$ cat src/rtl/cdc_handshake_tx.sv
// Source half of the toggle-handshake CDC: registers a word, toggles a request,
// and waits for the destination's toggle acknowledge through a local synchronizer.
module cdc_handshake_tx #(
  parameter int DATA_WIDTH     = 8,
  parameter int SYNC_DEPTH     = 2,
  parameter int TIMEOUT_CYCLES = 1024
) (
  input  logic                  clk,
  input  logic                  async_rst_n,
  input  logic                  clk_en,
  input  logic                  src_valid_i,
  input  logic [DATA_WIDTH-1:0] src_data_i,
  output logic                  src_ready_o,
  output logic                  done_o,
  output logic                  xfer_req_o,
  output logic [DATA_WIDTH-1:0] xfer_data_o,
  input  logic                  xfer_ack_i,
  output logic                  timeout_o,
  output logic                  proto_err_o,
  input  logic                  err_clear_i
);

  localparam int CNT_W = (TIMEOUT_CYCLES > 0) ? $clog2(TIMEOUT_CYCLES + 1) : 1;
  localparam logic [CNT_W-1:0] CNT_MAX = CNT_W'(TIMEOUT_CYCLES);
  localparam bit TIMEOUT_EN = (TIMEOUT_CYCLES != 0);

  typedef enum logic {
    IDLE,
    WAIT_ACK
  } state_t;

  state_t                  state_q;
  logic [SYNC_DEPTH-1:0]   sync_q;
  logic                    ack_s;
  logic [CNT_W-1:0]        cnt_q;
  logic [CNT_W-1:0]        cnt_next;
  logic                    req_q;
  logic [DATA_WIDTH-1:0]   data_q;
  logic                    done_q;
  logic                    timeout_q;
  logic                    proto_q;
  logic                    to_hit;
  logic                    pe_hit;

  // Acknowledge synchronizer runs every edge, independent of clk_en.
  always_ff @(posedge clk or negedge async_rst_n) begin
    if (!async_rst_n) begin
      sync_q <= '0;
    end else begin
      sync_q <= {sync_q[SYNC_DEPTH-2:0], xfer_ack_i};
    end
  end

  assign ack_s = sync_q[SYNC_DEPTH-1];

  always_comb begin
    cnt_next = (cnt_q == CNT_MAX) ? cnt_q : cnt_q + 1'b1;
    to_hit   = TIMEOUT_EN && (state_q == WAIT_ACK) && clk_en && (cnt_next == CNT_MAX);
    pe_hit   = (state_q == IDLE) && (ack_s != req_q);
  end

  always_ff @(posedge clk or negedge async_rst_n) begin
    if (!async_rst_n) begin
      state_q   <= IDLE;
      cnt_q     <= '0;
      req_q     <= 1'b0;
      data_q    <= '0;
      done_q    <= 1'b0;
      timeout_q <= 1'b0;
      proto_q   <= 1'b0;
    end else begin
      if (clk_en) begin
        done_q <= 1'b0;
        case (state_q)
          IDLE: begin
            if (src_valid_i) begin
              data_q  <= src_data_i;
              req_q   <= ~req_q;
              cnt_q   <= '0;
              state_q <= WAIT_ACK;
            end
          end
          WAIT_ACK: begin
            cnt_q <= cnt_next;
            if (ack_s == req_q) begin
              state_q <= IDLE;
              done_q  <= 1'b1;
            end
          end
          default: state_q <= IDLE;
        endcase
      end
      // Sticky flags: a set in the same cycle as a clear takes priority.
      timeout_q <= to_hit | (timeout_q & ~err_clear_i);
      proto_q   <= pe_hit | (proto_q & ~err_clear_i);
    end
  end

  assign src_ready_o = (state_q == IDLE) & async_rst_n;
  assign done_o      = done_q;
  assign xfer_req_o  = req_q;
  assign xfer_data_o = data_q;
  assign timeout_o   = timeout_q;
  assign proto_err_o = proto_q;

endmodule
$ cat config.mk
export PLATFORM = sky130hd
export DESIGN_NAME = cdc_handshake_tx
export DESIGN_NICKNAME = d
export VERILOG_FILES = /design/src/rtl/cdc_handshake_tx.sv
export SDC_FILE = /design/constraint.sdc
export NUM_CORES = 1
export LEC_CHECK = 0
export ABC_AREA = 1
export BUFFER_PORTS_ARGS = -buffer_cell sky130_fd_sc_hd__buf_2
export CORE_ASPECT_RATIO = 2
export CORE_MARGIN = 5
export CORE_UTILIZATION = 40
export DETAILED_ROUTE_END_ITERATION = 8
export PLACE_DENSITY_LB_ADDON = 0.1
export SLEW_MARGIN = 10
export SYNTH_ARGS = -nofsm -noshare
export SYNTH_HDL_FRONTEND = slang
export SYNTH_SLANG_ARGS = --single-unit
$ cat constraint.sdc
create_clock -name clk -period 1.33 [get_ports clk]
set_input_delay 0.399 -clock clk [delete_from_list [all_inputs] [get_ports clk]]
set_output_delay 0.399 -clock clk [all_outputs]
set_load 0.1 [all_outputs]
# Word level (Yosys, flattened, before mapping)
# Cells that the tools add are included.
dict set report op_classes {
  addsub 1
  mul 0
  n_div 0
  magnitude_cmp 0
  n_eq_ne 5
  shifts 0
  n_mux 8
  bitwise 8
  n_reduce_logical 5
}
# op count
set ops {}
lappend ops {{11-bit equality test (second input constant)} 2}
lappend ops {{11-bit two-way mux} 2}
lappend ops {{11-bit one-hot mux with 2 select lines} 1}
lappend ops {{11-bit by 1-bit adder with 11-bit output (second input constant)} 1}
lappend ops {{1-bit two-way mux} 4}
lappend ops {{1-bit AND} 3}
lappend ops {{1-bit logical AND} 3}
lappend ops {{1-bit NOT} 3}
lappend ops {{3-bit AND reduction} 1}
lappend ops {{2-bit inequality test (second input constant)} 1}
lappend ops {{1-bit OR} 2}
lappend ops {{1-bit one-hot mux with 2 select lines} 1}
lappend ops {{2-bit AND reduction} 1}
lappend ops {{1-bit equality test} 1}
lappend ops {{1-bit inequality test} 1}
dict set report totals {
  register_bits 26
  latchBits 0
  ram_bits 0
  rom_bits 0
  inputBits 14
  output_inout_bits 13
  wordCells 35
  memories 0
}

# Longest topological paths before layout
# Gate-level depths: netlist of the first run.
dict set report logic_depth {
  word_depth 5
  depth_mapped 11
  depth_no_buf 11
}

# Least setup slack after synthesis of the first run
# No wires, ideal clock.
dict set report synth_timing {
  path_type {input-to-output}
  start {input async_rst_n}
  end {output src_ready_o}
  arrival_ns 1.677
  t_required_ns 0.931
  slack_ns -0.746
  cell_stages 2
  path_buffers 0
  cell_sequence {inv_1 > nor2_1}
}
dict set report synth_via {
  elab_chain_len 1
}
# element line
set synth_rtl {}
lappend synth_rtl {{start, declared} 9} ;# input logic async_rst_n,
lappend synth_rtl {{1-bit AND} 99} ;# assign src_ready_o = (state_q == IDLE) & async_rst_n;
lappend synth_rtl {{end, declared} 13} ;# output logic src_ready_o,
# No other way between the ends.

# Worst setup path after layout of the first run
dict set report layout_timing {
  start {register cnt_q[1]}
  end {register timeout_q (netlist: timeout_o)}
}
dict set report layout_via {
  elab_chain_len 5
  elab_cells_between_ends 6
}
# element line
set layout_rtl {}
lappend layout_rtl {{start, declared} 35} ;# logic [CNT_W-1:0] cnt_q;
lappend layout_rtl {{start signal, assigned} 84} ;# cnt_q <= cnt_next;
lappend layout_rtl {{11-bit by 1-bit adder with 11-bit output / 11-bit equality test (equally long branches)} 57} ;# cnt_next = (cnt_q == CNT_MAX) ? cnt_q : cnt_q + 1'b1;
lappend layout_rtl {{11-bit two-way mux *} 57}
lappend layout_rtl {{11-bit equality test *} 58} ;# to_hit = TIMEOUT_EN && (state_q == WAIT_ACK) && clk_en && (cnt_next == CNT_MAX);
lappend layout_rtl {{1-bit logical AND *} 58}
lappend layout_rtl {{1-bit OR *} 94} ;# timeout_q <= to_hit | (timeout_q & ~err_clear_i);
lappend layout_rtl {{end signal, assigned} 94}
lappend layout_rtl {{end, declared} 40} ;# logic timeout_q;
# Mark *: on every way between the ends. The rest lies on a longest branch, timed or not.
# A chain may end at the register's enable or synchronous reset.

==> impl_metrics.py, run 1 <==
metrics = {
    "run_status": {
        "run_status": "complete, but fails checks",
        "violations_in_the_final_reports": "setup timing",
    },
    "synth": {
        "yosys.area_share.adder_pct": 1.95,
        "largest_family_of_logic_cells_by_synthesized_area": "simple AND/OR/NAND/NOR gates",
        "synth_fp_nets": 163,
        "synth-edff-count": 0,
        "synth_cell_type_count": 19,
        "syn_inst": 147,
        "synth.ff_latch_count": 26,
        "synth.cell_area_sq_um": 1290,
        "synth-async-reset-ratio_pct": 100,
        "postSynthAreaPerCell_sq_um": 8.75,
        "yosys.area_share.xor_xnor_pct": 3.99,
        "synth_simple_gate_area_share_pct": 23.5,
        "seq_area_frac_synth_pct": 50.6,
        "synth_top_cells_by_count": "39 x nand2_1, 26 x dfrtp_1, 19 x inv_1",
        "yosys_warnings": 0,
        "top_reg_cell_synth": "dfrtp_1",
        "synth.top_cells.by_area": "dfrtp_1 51%, nand2_1 11%, mux2_2 7.0%",
        "netlist.top_cell.by_area": "dfrtp_1",
        "synth_area_in_compound_gates_pct": 6.71,
        "share_of_synthesized_area_spent_on_multiplexers_pct": 7.00,
        "area_share_of_the_largest_cell_type_after_synthesis_pct": 50.6,
        "synth_most_common_cell": "nand2_1",
    },
    "global_routing": {
        "grt_first_pass_wirelength_um": 5550,
        "maximum_number_of_pins_on_one_net_before_global_route_repair": 27,
        "overall_routing_resource_usage_pct": 15.3,
        "grt_pass1_vias": 1324,
        "antenna_found_initial": 0,
        "grt_overflow_total": 0,
    },
    "power_and_ir_drop": {
        "power.density_nw_per_um2": 2540,
        "vdd.ir_drop.worst_v": 0.00209,
        "leakage_nw": 0.938,
    },
    "final_layout": {
        "n_antenna_cell": 0,
        "layout-drive-gt1-share_pct": 37.4,
        "finish.net_count": 212,
        "final_cell_area_sq_um": 1920,
        "stdcell_count": 226,
        "postLayoutCoreUtil_pct": 60.9,
        "synthToLayoutAreaGrowth_pct": 49.4,
    },
    "drt": {
        "route.detailed.drc": 0,
        "via_per_inst": 5.28,
        "number_of_vias_in_the_routed_layout": 1194,
        "detailedRoute.firstPassIterationCount": 4,
        "route.antenna.remaining_nets": 0,
        "route.final.wire_length_um": 3290,
        "detail_route.wl_per_cell_um": 14.6,
        "dr.first_iter.drc_count": 40,
    },
    "cts": {
        "clk_path_buf_depth": 2,
        "cts.sink_count": 26,
        "clk_pin_slew_ps": 90,
        "cts_tree": "yes",
        "cts.htree.levels": 1,
        "insertion_delay_ps": 270,
        "numCtsBuffers": 3,
        "cts_root_buf": "clkbuf_8",
        "cts-hold-fix-buffers": 0,
    },
    "sta": {
        "final_min_period_over_clock_period_pct": 111,
        "max_slew_margin_pct": 73.4,
        "timing.final.crit_period_ps": 1470,
        "peak_clock_frequency_supported_by_timing_ghz": 0.679,
        "setup-violations-final": 7,
        "timing_hold_violations_final": 0,
        "fin_worst_skew_ps": 2.54,
        "setup_repair_after_global_routing_missed_its_margin": "true",
        "hold-worst-slack_ps": 115,
        "finalWorstSetupSlack_ps": -142,
        "worst_pin_slew_ps": 398,
        "timing.final.max_slew_violations": 0,
    },
    "die": {
        "die_outline_area_sq_um": 4520,
        "initial_cell_density_of_the_core_pct": 40.7,
        "die_w_um": 50.1,
        "die_h_um": 90.2,
        "core_region_area_sq_um": 3160,
        "top_level_port_count": 27,
        "placementRows": 29,
    },
    "worst_setup_path": {
        "cp-end-kind": "register",
        "critical_path_at_ps": 1690,
        "critical_path.startpoint_type": "register",
        "critical_path_class": "reg -> reg",
        "path_max_fanout": 4,
        "critical_path_required_ps": 1550,
        "rrSetupSlack_ps": -140,
    },
    "job": {
        "maxCapViolCount": 0,
    },
    "hold_path": {
        "holdCritPathClass": "in -> async",
    },
    "place": {
        "placed_area_sq_um": 1760,
        "placed_cells_incl_taps": 217,
        "dp.final_hpwl_um": 2470,
        "port-buffer-count": 26,
        "gp_congestion": 0.860,
    },
}
## worst max-delay path, cell delays in order (launching register included)
cell,delay (ps)
dfrtp_1,400
ha_2,230
nand2_4,70
nor2_4,110
buf_6,120
nand4_1,100
nand2_1,80
nand2_1,70
nor2_1,100
nand3_1,80
nand2_1,50
## area by class of cell
cell class / instances / area, sq um
inverters: 20 / 75.1
clock buffers: 3 / 41.3
well taps: 31 / 38.8
fillers: 274 / 1230
repair buffers: 45 / 483
clock inverters: 1 / 30.0
multi-input cells: 100 / 601
flip-flops and latches: 26 / 653
## where the power goes
group	total, mW	internal, mW	switching [mW]
combinational	2.94	1.12	1.83
sequential	1.29	1.03	0.264
clock	0.658	0.403	0.255
total	4.89	2.55	2.35
## timing repair
item,CTS,global route
pin swaps,2,2
gates resized for setup,5,11
setup endpoints to repair,5,19
setup buffers,3,2
## routing by layer
layer	global-route usage (%)	wire (um)	up-vias
met1	14.2	1110	575
li1	-	-	567
met2	28.4	1910	37
met4	7.66	128	0
met5	0	0	-
met3	4.30	148	15
## through the flow
stage	worst slack, ps	TNS, ps	power (mW)
finish	-142	-345	4.89
global route	-253	-1130	5.11
CTS	-123	-353	4.84
detailed placement	-128	-191	4.15
global placement	-84.5	-84.5	4.12
floorplan	-8.99	-8.99	2.96
## flip-flops by register name (all words and copies together) (netlist names)
name / count
xfer_req_o: 1
cnt_q: 11
proto_err_o: 1
sync_q: 2
xfer_data_o: 8
done_o: 1
timeout_o: 1
state_q: 1
## layout by cell type, fill, tap and decap left out, drive strengths merged
cell type and n:
a22oi 1, buf 45, bufinv 1, clkbuf 3
dfrtp 26, ha 2, inv 20, mux2 8
nand2 40, nand3 13, nand4 2, nor2 14
nor3 1, o21ai 7, o22ai 7, xnor2 2
xor2 3
## worst paths after layout
path / start / endpoint / cells after the start
max: cnt_q[1]$_DFFE_PN0P_ / timeout_o$_DFF_PN0_ / 10
max reg2reg: cnt_q[1]$_DFFE_PN0P_ / timeout_o$_DFF_PN0_ / 10
min: async_rst_n / cnt_q[2]$_DFFE_PN0P_ / 2
max in group asynchronous: async_rst_n / xfer_req_o$_DFFE_PN0P_ / 2
min reg2reg: sync_q[0]$_DFF_PN0_ / sync_q[1]$_DFF_PN0_ / 0
min in group clk: xfer_ack_i / sync_q[0]$_DFF_PN0_ / 1
## logic make-up after synthesis
kind of cell | after synthesis
compound gates | 15
xor+xnor | 5
fa+ha+maj | 2
buf+inv | 21
flops | 26
mux | 8
simple gates | 70
No activity file was read; power rests on OpenSTA's default activity.
==> run 2, diff against run 1 <==
--- a/config.mk
+++ b/config.mk
@@ -7,9 +7,11 @@
 export LEC_CHECK = 0
 export ABC_AREA = 1
 export BUFFER_PORTS_ARGS = -buffer_cell sky130_fd_sc_hd__buf_2
+export CELL_PAD_IN_SITES_DETAIL_PLACEMENT = 0
+export CELL_PAD_IN_SITES_GLOBAL_PLACEMENT = 1
 export CORE_ASPECT_RATIO = 2
 export CORE_MARGIN = 5
-export CORE_UTILIZATION = 40
+export CORE_UTILIZATION = 35
 export DETAILED_ROUTE_END_ITERATION = 8
 export PLACE_DENSITY_LB_ADDON = 0.1
 export SLEW_MARGIN = 10
==> run 2 against run 1 <==
Compared with the run above:
- the flow still finishes with violations (setup timing)
- worst hold slack better by 9.4 ps
- sequential cell count stayed put
- sequential share of layout area down 1.1 points
- fmax is 1.6% higher
- clock power down 29%
- total power shrank 1.3%
- sequential power hardly changed
- critical path type unchanged
- critical endpoint is now cnt_q[8]$_DFFE_PN0P_
- largest power group unchanged
==> impl_metrics.py, run 2 (synthesis gave the netlist of run 1 again) <==
metrics = {
    "power_and_ir_drop": {
        "power.density_nw_per_um2": 2430,
        "leakage_nw": 0.950,
        "vdd.ir_drop.worst_v": 0.00169,
        "total_power_mw": 4.83,
    },
    "worst_setup_path": {
        "cp-end-kind": "register",
        "critical_path_required_ps": 1530,
        "critical_path.startpoint_type": "register",
        "crit_path_frequent_cell": "buf_4",
        "critical_path_class": "reg -> reg",
        "critical_path.max_stage_delay_ps": 370,
        "critical_path_at_ps": 1650,
        "critical_path_cell_by_cell": "ha_2 > nand2_4 > nor2_4 > nand3_1 > nand2_1 > inv_2 > buf_4 > buf_4 > o22ai_1",
        "crit_path_top_delay_cell": "dfrtp_1",
        "path_max_fanout": 5,
    },
    "place": {
        "gp_congestion": 0.887,
        "dp.final_hpwl_um": 2510,
        "placed_cells_incl_taps": 235,
        "port-buffer-count": 26,
        "placed_area_sq_um": 1780,
    },
    "global_routing": {
        "maximum_number_of_pins_on_one_net_before_global_route_repair": 27,
        "overall_routing_resource_usage_pct": 15.1,
        "antenna_found_initial": 0,
        "grt_pass1_vias": 1203,
        "grt_overflow_total": 0,
        "grt_first_pass_wirelength_um": 5580,
    },
    "die": {
        "die_w_um": 52.9,
        "placementRows": 31,
        "core_region_area_sq_um": 3610,
        "initial_cell_density_of_the_core_pct": 35.7,
        "die_h_um": 95.7,
        "top_level_port_count": 27,
        "die_outline_area_sq_um": 5060,
    },
    "sta": {
        "timing.final.crit_period_ps": 1450,
        "final_min_period_over_clock_period_pct": 109,
        "setup-violations-final": 5,
        "fin_worst_skew_ps": 3.91,
        "hold-worst-slack_ps": 125,
        "timing_hold_violations_final": 0,
        "finalWorstSetupSlack_ps": -119,
        "peak_clock_frequency_supported_by_timing_ghz": 0.690,
        "timing.final.max_slew_violations": 0,
        "max_slew_margin_pct": 77.4,
        "timing.setup.tns_ps": -357,
        "setup_repair_after_global_routing_missed_its_margin": "true",
        "worst_pin_slew_ps": 337,
    },
    "drt": {
        "route.detailed.drc": 0,
        "route.antenna.remaining_nets": 0,
        "via_per_inst": 4.67,
        "number_of_vias_in_the_routed_layout": 1164,
        "detail_route.wl_per_cell_um": 13.4,
        "detailedRoute.firstPassIterationCount": 4,
        "dr.first_iter.drc_count": 16,
        "route.final.wire_length_um": 3340,
    },
    "job": {
        "maxCapViolCount": 0,
    },
    "cts": {
        "insertion_delay_ps": 270,
        "cts_root_buf": "clkbuf_8",
        "cts.sink_count": 26,
        "numCtsBuffers": 3,
        "clk_path_buf_depth": 2,
        "cts.htree.levels": 1,
        "clk_pin_slew_ps": 90,
        "cts_tree": "yes",
    },
    "final_layout": {
        "largest_reg_flops": 11,
        "layout-drive-gt1-share_pct": 45.0,
        "most_frequent_standard_cell_in_the_layout_excluding_fill_and_tap_cells": "nand2_1",
        "n_antenna_cell": 0,
        "registers.top_by_ff_count": "cnt_q",
        "finish.net_count": 217,
        "most_frequent_cells_in_the_layout": "32 x nand2_1, 24 x dfrtp_1, 21 x buf_4",
        "final_cell_area_sq_um": 1990,
        "synthToLayoutAreaGrowth_pct": 54.6,
        "stdcell_count": 249,
    },
    "run_status": {
        "violations_in_the_final_reports": "setup timing",
        "run_status": "complete, but fails checks",
    },
    "hold_path": {
        "holdCritPathClass": "in -> async",
    },
}
==> run 2: cell type report <==
| cell class | instances | area, sq um |
|---|---|---|
| clock buffer | 4 | 45.0 |
| fill | 358 | 1620 |
| inverter | 20 | 75.1 |
| multi-input combinational | 100 | 637 |
| sequential | 26 | 653 |
| tap | 49 | 61.3 |
| timing repair buffer | 50 | 517 |
==> run 2: stage by stage <==
stage	setup slack, ps	utilization [%]
2_1_floorplan	-8.99	-
3_3_place_gp	-144	49.5
3_5_place_dp	-153	49.5
4_1_cts	-141	52.1
5_1_grt	-251	55.1
6_report	-119	55.1
==> run 2: where the power goes <==
group | switching, mW | internal [mW] | total, mW | leakage [nW]
Combinational | 1.88 | 1.20 | 3.08 | 0.598
Sequential | 0.252 | 1.03 | 1.28 | 0.329
Clock | 0.255 | 0.215 | 0.470 | 0.0228
Total | 2.39 | 2.44 | 4.83 | 0.950
==> run 2: worst max-delay path: cells and delay by family (launching register included) <==
| kind | cells | cell delay (ps) |
|---|---|---|
| AO/OA/AOI/OAI | 1 | 90 |
| buffers and inverters | 3 | 280 |
| adder cells (fa/ha/maj) | 1 | 210 |
| flip-flops | 1 | 370 |
| AND/OR/NAND/NOR | 4 | 430 |
==> run 2: routing by layer <==
layer | track usage (%) | wire length (um)
met5 | 0 | 0
met3 | 4.19 | 175
met2 | 27.7 | 1900
met4 | 5.12 | 76
met1 | 15.8 | 1190
==> run 2: path summary, 6_finish.rpt <==
path	end	depth (start not counted)	from	slack [ps]
setup / recovery	cnt_q[8]$_DFFE_PN0P_	9	cnt_q[0]$_DFFE_PN0P_	-120
hold / removal	cnt_q[0]$_DFFE_PN0P_	2	async_rst_n	120
setup reg to reg	cnt_q[8]$_DFFE_PN0P_	9	cnt_q[0]$_DFFE_PN0P_	-120
hold reg to reg	sync_q[1]$_DFF_PN0_	0	sync_q[0]$_DFF_PN0_	360
max in group asynchronous	xfer_req_o$_DFFE_PN0P_	2	async_rst_n	920
min in group clk	sync_q[0]$_DFF_PN0_	1	xfer_ack_i	230
==> run 2: what timing repair did <==
| item | CTS | global route |
|---|---|---|
| cloned | 0 | 1 |
| gates resized for setup | 8 | 21 |
| hold buffers | 0 | 0 |
| pin swaps | 9 | 16 |
| setup buffers | 4 | 5 |
| setup endpoints to repair | 8 | 20 |
==> run 3, diff against run 2 <==
--- a/config.mk
+++ b/config.mk
@@ -5,14 +5,14 @@
 export SDC_FILE = /design/constraint.sdc
 export NUM_CORES = 1
 export LEC_CHECK = 0
-export ABC_AREA = 1
 export BUFFER_PORTS_ARGS = -buffer_cell sky130_fd_sc_hd__buf_2
 export CELL_PAD_IN_SITES_DETAIL_PLACEMENT = 0
 export CELL_PAD_IN_SITES_GLOBAL_PLACEMENT = 1
 export CORE_ASPECT_RATIO = 2
 export CORE_MARGIN = 5
-export CORE_UTILIZATION = 35
+export CORE_UTILIZATION = 36
 export DETAILED_ROUTE_END_ITERATION = 8
+export MAX_ROUTING_LAYER = met4
 export PLACE_DENSITY_LB_ADDON = 0.1
 export SLEW_MARGIN = 10
 export SYNTH_ARGS = -nofsm -noshare
==> run 3 against run 2 <==
Compared with the run above:
- worst setup slack worse by 180 ps
- register-to-register slack worse by 180 ps
- total power up 2.1%
- critical path type unchanged
- synthesized area about the same
- sequential power about the same
- via count up 4.0%
- the flow still finishes with violations (setup timing)
==> impl_metrics.py, run 3 <==
metrics = {
    "synth": {
        "synth_fp_nets": 146,
        "netlist.top_cell.by_area": "dfrtp_1",
        "synth_most_common_cell": "dfrtp_1",
        "synth.ff_latch_count": 26,
        "seq_area_frac_synth_pct": 50.5,
        "synth.top_cells.by_area": "dfrtp_1 51%, mux2_2 7.0%, o21ai_1 4.7%",
        "synth.cell_area_sq_um": 1290,
        "syn_inst": 130,
        "synth_top_cells_by_count": "26 x dfrtp_1, 12 x o21ai_1, 10 x o21ai_0",
        "yosys_warnings": 0,
        "top_reg_cell_synth": "dfrtp_1",
        "synth-edff-count": 0,
        "synth-async-reset-ratio_pct": 100,
        "area_share_of_the_largest_cell_type_after_synthesis_pct": 50.5,
        "postSynthAreaPerCell_sq_um": 9.90,
        "synth_cell_type_count": 32,
    },
    "global_routing": {
        "overall_routing_resource_usage_pct": 16.3,
        "grt_overflow_total": 0,
        "global_route.usage.met1_pct": 16.4,
        "grt_first_pass_wirelength_um": 5820,
        "antenna_found_initial": 0,
        "maximum_number_of_pins_on_one_net_before_global_route_repair": 27,
        "gr-usage-met2_pct": 29.0,
        "grt_pass1_vias": 1258,
        "groute.layer.met3.usage_pct": 2.37,
        "busiest_layer": "met2",
    },
    "place": {
        "port-buffer-count": 26,
        "dp.final_hpwl_um": 2660,
        "placed_area_sq_um": 1860,
        "pre_cts_slack_ps": -290,
        "placed_cells_incl_taps": 221,
        "gp_congestion": 0.790,
    },
    "cts": {
        "cts_tree": "yes",
        "cts.htree.levels": 1,
        "clk_pin_slew_ps": 90,
        "clk_path_buf_depth": 2,
        "cts-hold-fix-buffers": 0,
        "numCtsBuffers": 3,
        "cts.sink_count": 26,
        "cts_root_buf": "clkbuf_8",
        "insertion_delay_ps": 280,
    },
    "sta": {
        "finalWorstSetupSlack_ps": -296,
        "hold-worst-slack_ps": 153,
        "peak_clock_frequency_supported_by_timing_ghz": 0.615,
        "max_slew_margin_pct": 74.6,
        "fin_worst_skew_ps": 5.61,
        "timing.final.crit_period_ps": 1630,
        "setup-violations-final": 8,
        "final_min_period_over_clock_period_pct": 122,
        "timing.setup.tns_ps": -886,
        "timing.final.max_slew_violations": 0,
        "timing_hold_violations_final": 0,
        "setup_repair_after_global_routing_missed_its_margin": "true",
        "worst_pin_slew_ps": 378,
    },
    "die": {
        "initial_cell_density_of_the_core_pct": 37.7,
        "top_level_port_count": 27,
        "core_region_area_sq_um": 3420,
        "die_w_um": 52.3,
        "die_outline_area_sq_um": 4940,
        "placementRows": 30,
        "die_h_um": 94.6,
    },
    "power_and_ir_drop": {
        "power.density_nw_per_um2": 2440,
        "total_power_mw": 4.93,
        "vdd.ir_drop.worst_v": 0.00186,
        "leakage_nw": 0.898,
    },
    "drt": {
        "route.antenna.remaining_nets": 0,
        "route.detailed.drc": 0,
        "detailedRoute.firstPassIterationCount": 4,
        "dr.first_iter.drc_count": 47,
        "detail_route.wl_per_cell_um": 15.3,
        "via_per_inst": 5.31,
        "route.final.wire_length_um": 3490,
        "number_of_vias_in_the_routed_layout": 1211,
    },
    "final_layout": {
        "n_antenna_cell": 0,
        "registers.top_by_ff_count": "cnt_q",
        "layout-drive-gt1-share_pct": 49.4,
        "most_frequent_standard_cell_in_the_layout_excluding_fill_and_tap_cells": "buf_4",
        "postLayoutCoreUtil_pct": 59.0,
        "stdcell_count": 228,
        "most_frequent_cells_in_the_layout": "23 x buf_4, 21 x dfrtp_1, 15 x o21ai_1",
        "synthToLayoutAreaGrowth_pct": 56.6,
        "finish.net_count": 197,
        "final_cell_area_sq_um": 2020,
        "largest_reg_flops": 11,
    },
    "worst_setup_path": {
        "critical_path.reg2reg.endpoint": "timeout_o$_DFF_PN0_",
        "critical_path.startpoint_type": "register",
        "critical_path_class": "reg -> reg",
        "worstRegToRegCells": 7,
        "path_max_fanout": 4,
        "worst_setup_sp": "cnt_q[1]$_DFFE_PN0P_",
        "rrSetupSlack_ps": -300,
        "critical_path_at_ps": 1790,
        "ff_to_ff_start": "cnt_q[1]$_DFFE_PN0P_",
        "cp-end-kind": "register",
        "critical_path_required_ps": 1490,
    },
    "job": {
        "maxCapViolCount": 0,
    },
    "hold_path": {
        "holdCritPathClass": "in -> async",
    },
    "run_status": {
        "run_status": "complete, but fails checks",
        "violations_in_the_final_reports": "setup timing",
    },
}
run 3: changes by cell type in the layout (fill, tap and decap cells not counted), sizes merged, moves of 6 or more:
| cell | delta |
|---|---|
| nand3 | -8 |
| inv | -15 |
| nor2 | -7 |
| and3 | +7 |
| nand2 | -32 |
| o21ai | +15 |
| o22ai | -6 |
run 3: where the power goes:
part | leakage, nW | internal (mW) | total, mW | switching [mW]
logic | 0.544 | 1.23 | 3.11 | 1.88
registers | 0.325 | 1.03 | 1.30 | 0.270
clock network | 0.0288 | 0.265 | 0.514 | 0.249
total | 0.898 | 2.52 | 4.93 | 2.40
run 3: worst max-delay path, cell delays in order, from the launching register on:
cell      delay, ps
dfrtp_2         440
inv_2            90
ha_4            130
nor4b_4         170
nand4_1         180
and3_1          230
o221ai_2        180
o32ai_2         100
run 3: repair_timing:
action / CTS / global route
setup endpoints to repair: 10 / 19
gates resized for setup: 17 / 10
buffers inserted: 2 / 2
pin swaps: 10 / 7
run 3: area by class of cell:
type                            count  area [sq um]
Tap cell                           48          60.1
Multi-Input combinational cell     92           682
Timing Repair Buffer               53           543
Inverter                            5          18.8
Fill cell                         314          1400
Clock buffer                        4          55.1
Sequential cell                    26           657
run 3: per-layer routing:
metal	vias to the layer above	part of all wire [%]
met1	598	36
met5	-	0
li1	564	-
met2	38	57
met3	11	3.7
met4	0	4.0
run 3: worst max-delay path by stage:
stage                     endpoint  slack [ps]  cells past startpoint
4_1_cts        timeout_o$_DFF_PN0_        -280                      7
6_report       timeout_o$_DFF_PN0_        -300                      7
2_1_floorplan  timeout_o$_DFF_PN0_        -200                      7
3_5_place_dp   timeout_o$_DFF_PN0_        -290                      7
3_3_place_gp   timeout_o$_DFF_PN0_        -210                      7
5_1_grt        timeout_o$_DFF_PN0_        -420                      7
run 3: cells by family after synthesis:
kind of cell | Yosys count | synth area share, %
simple gates | 41 | 16.7
compound gates | 37 | 16.8
buf+inv | 12 | 4.18
xor+xnor | 3 | 2.04
fa+ha+maj | 2 | 1.94
mux | 9 | 7.77
flops | 26 | 50.5
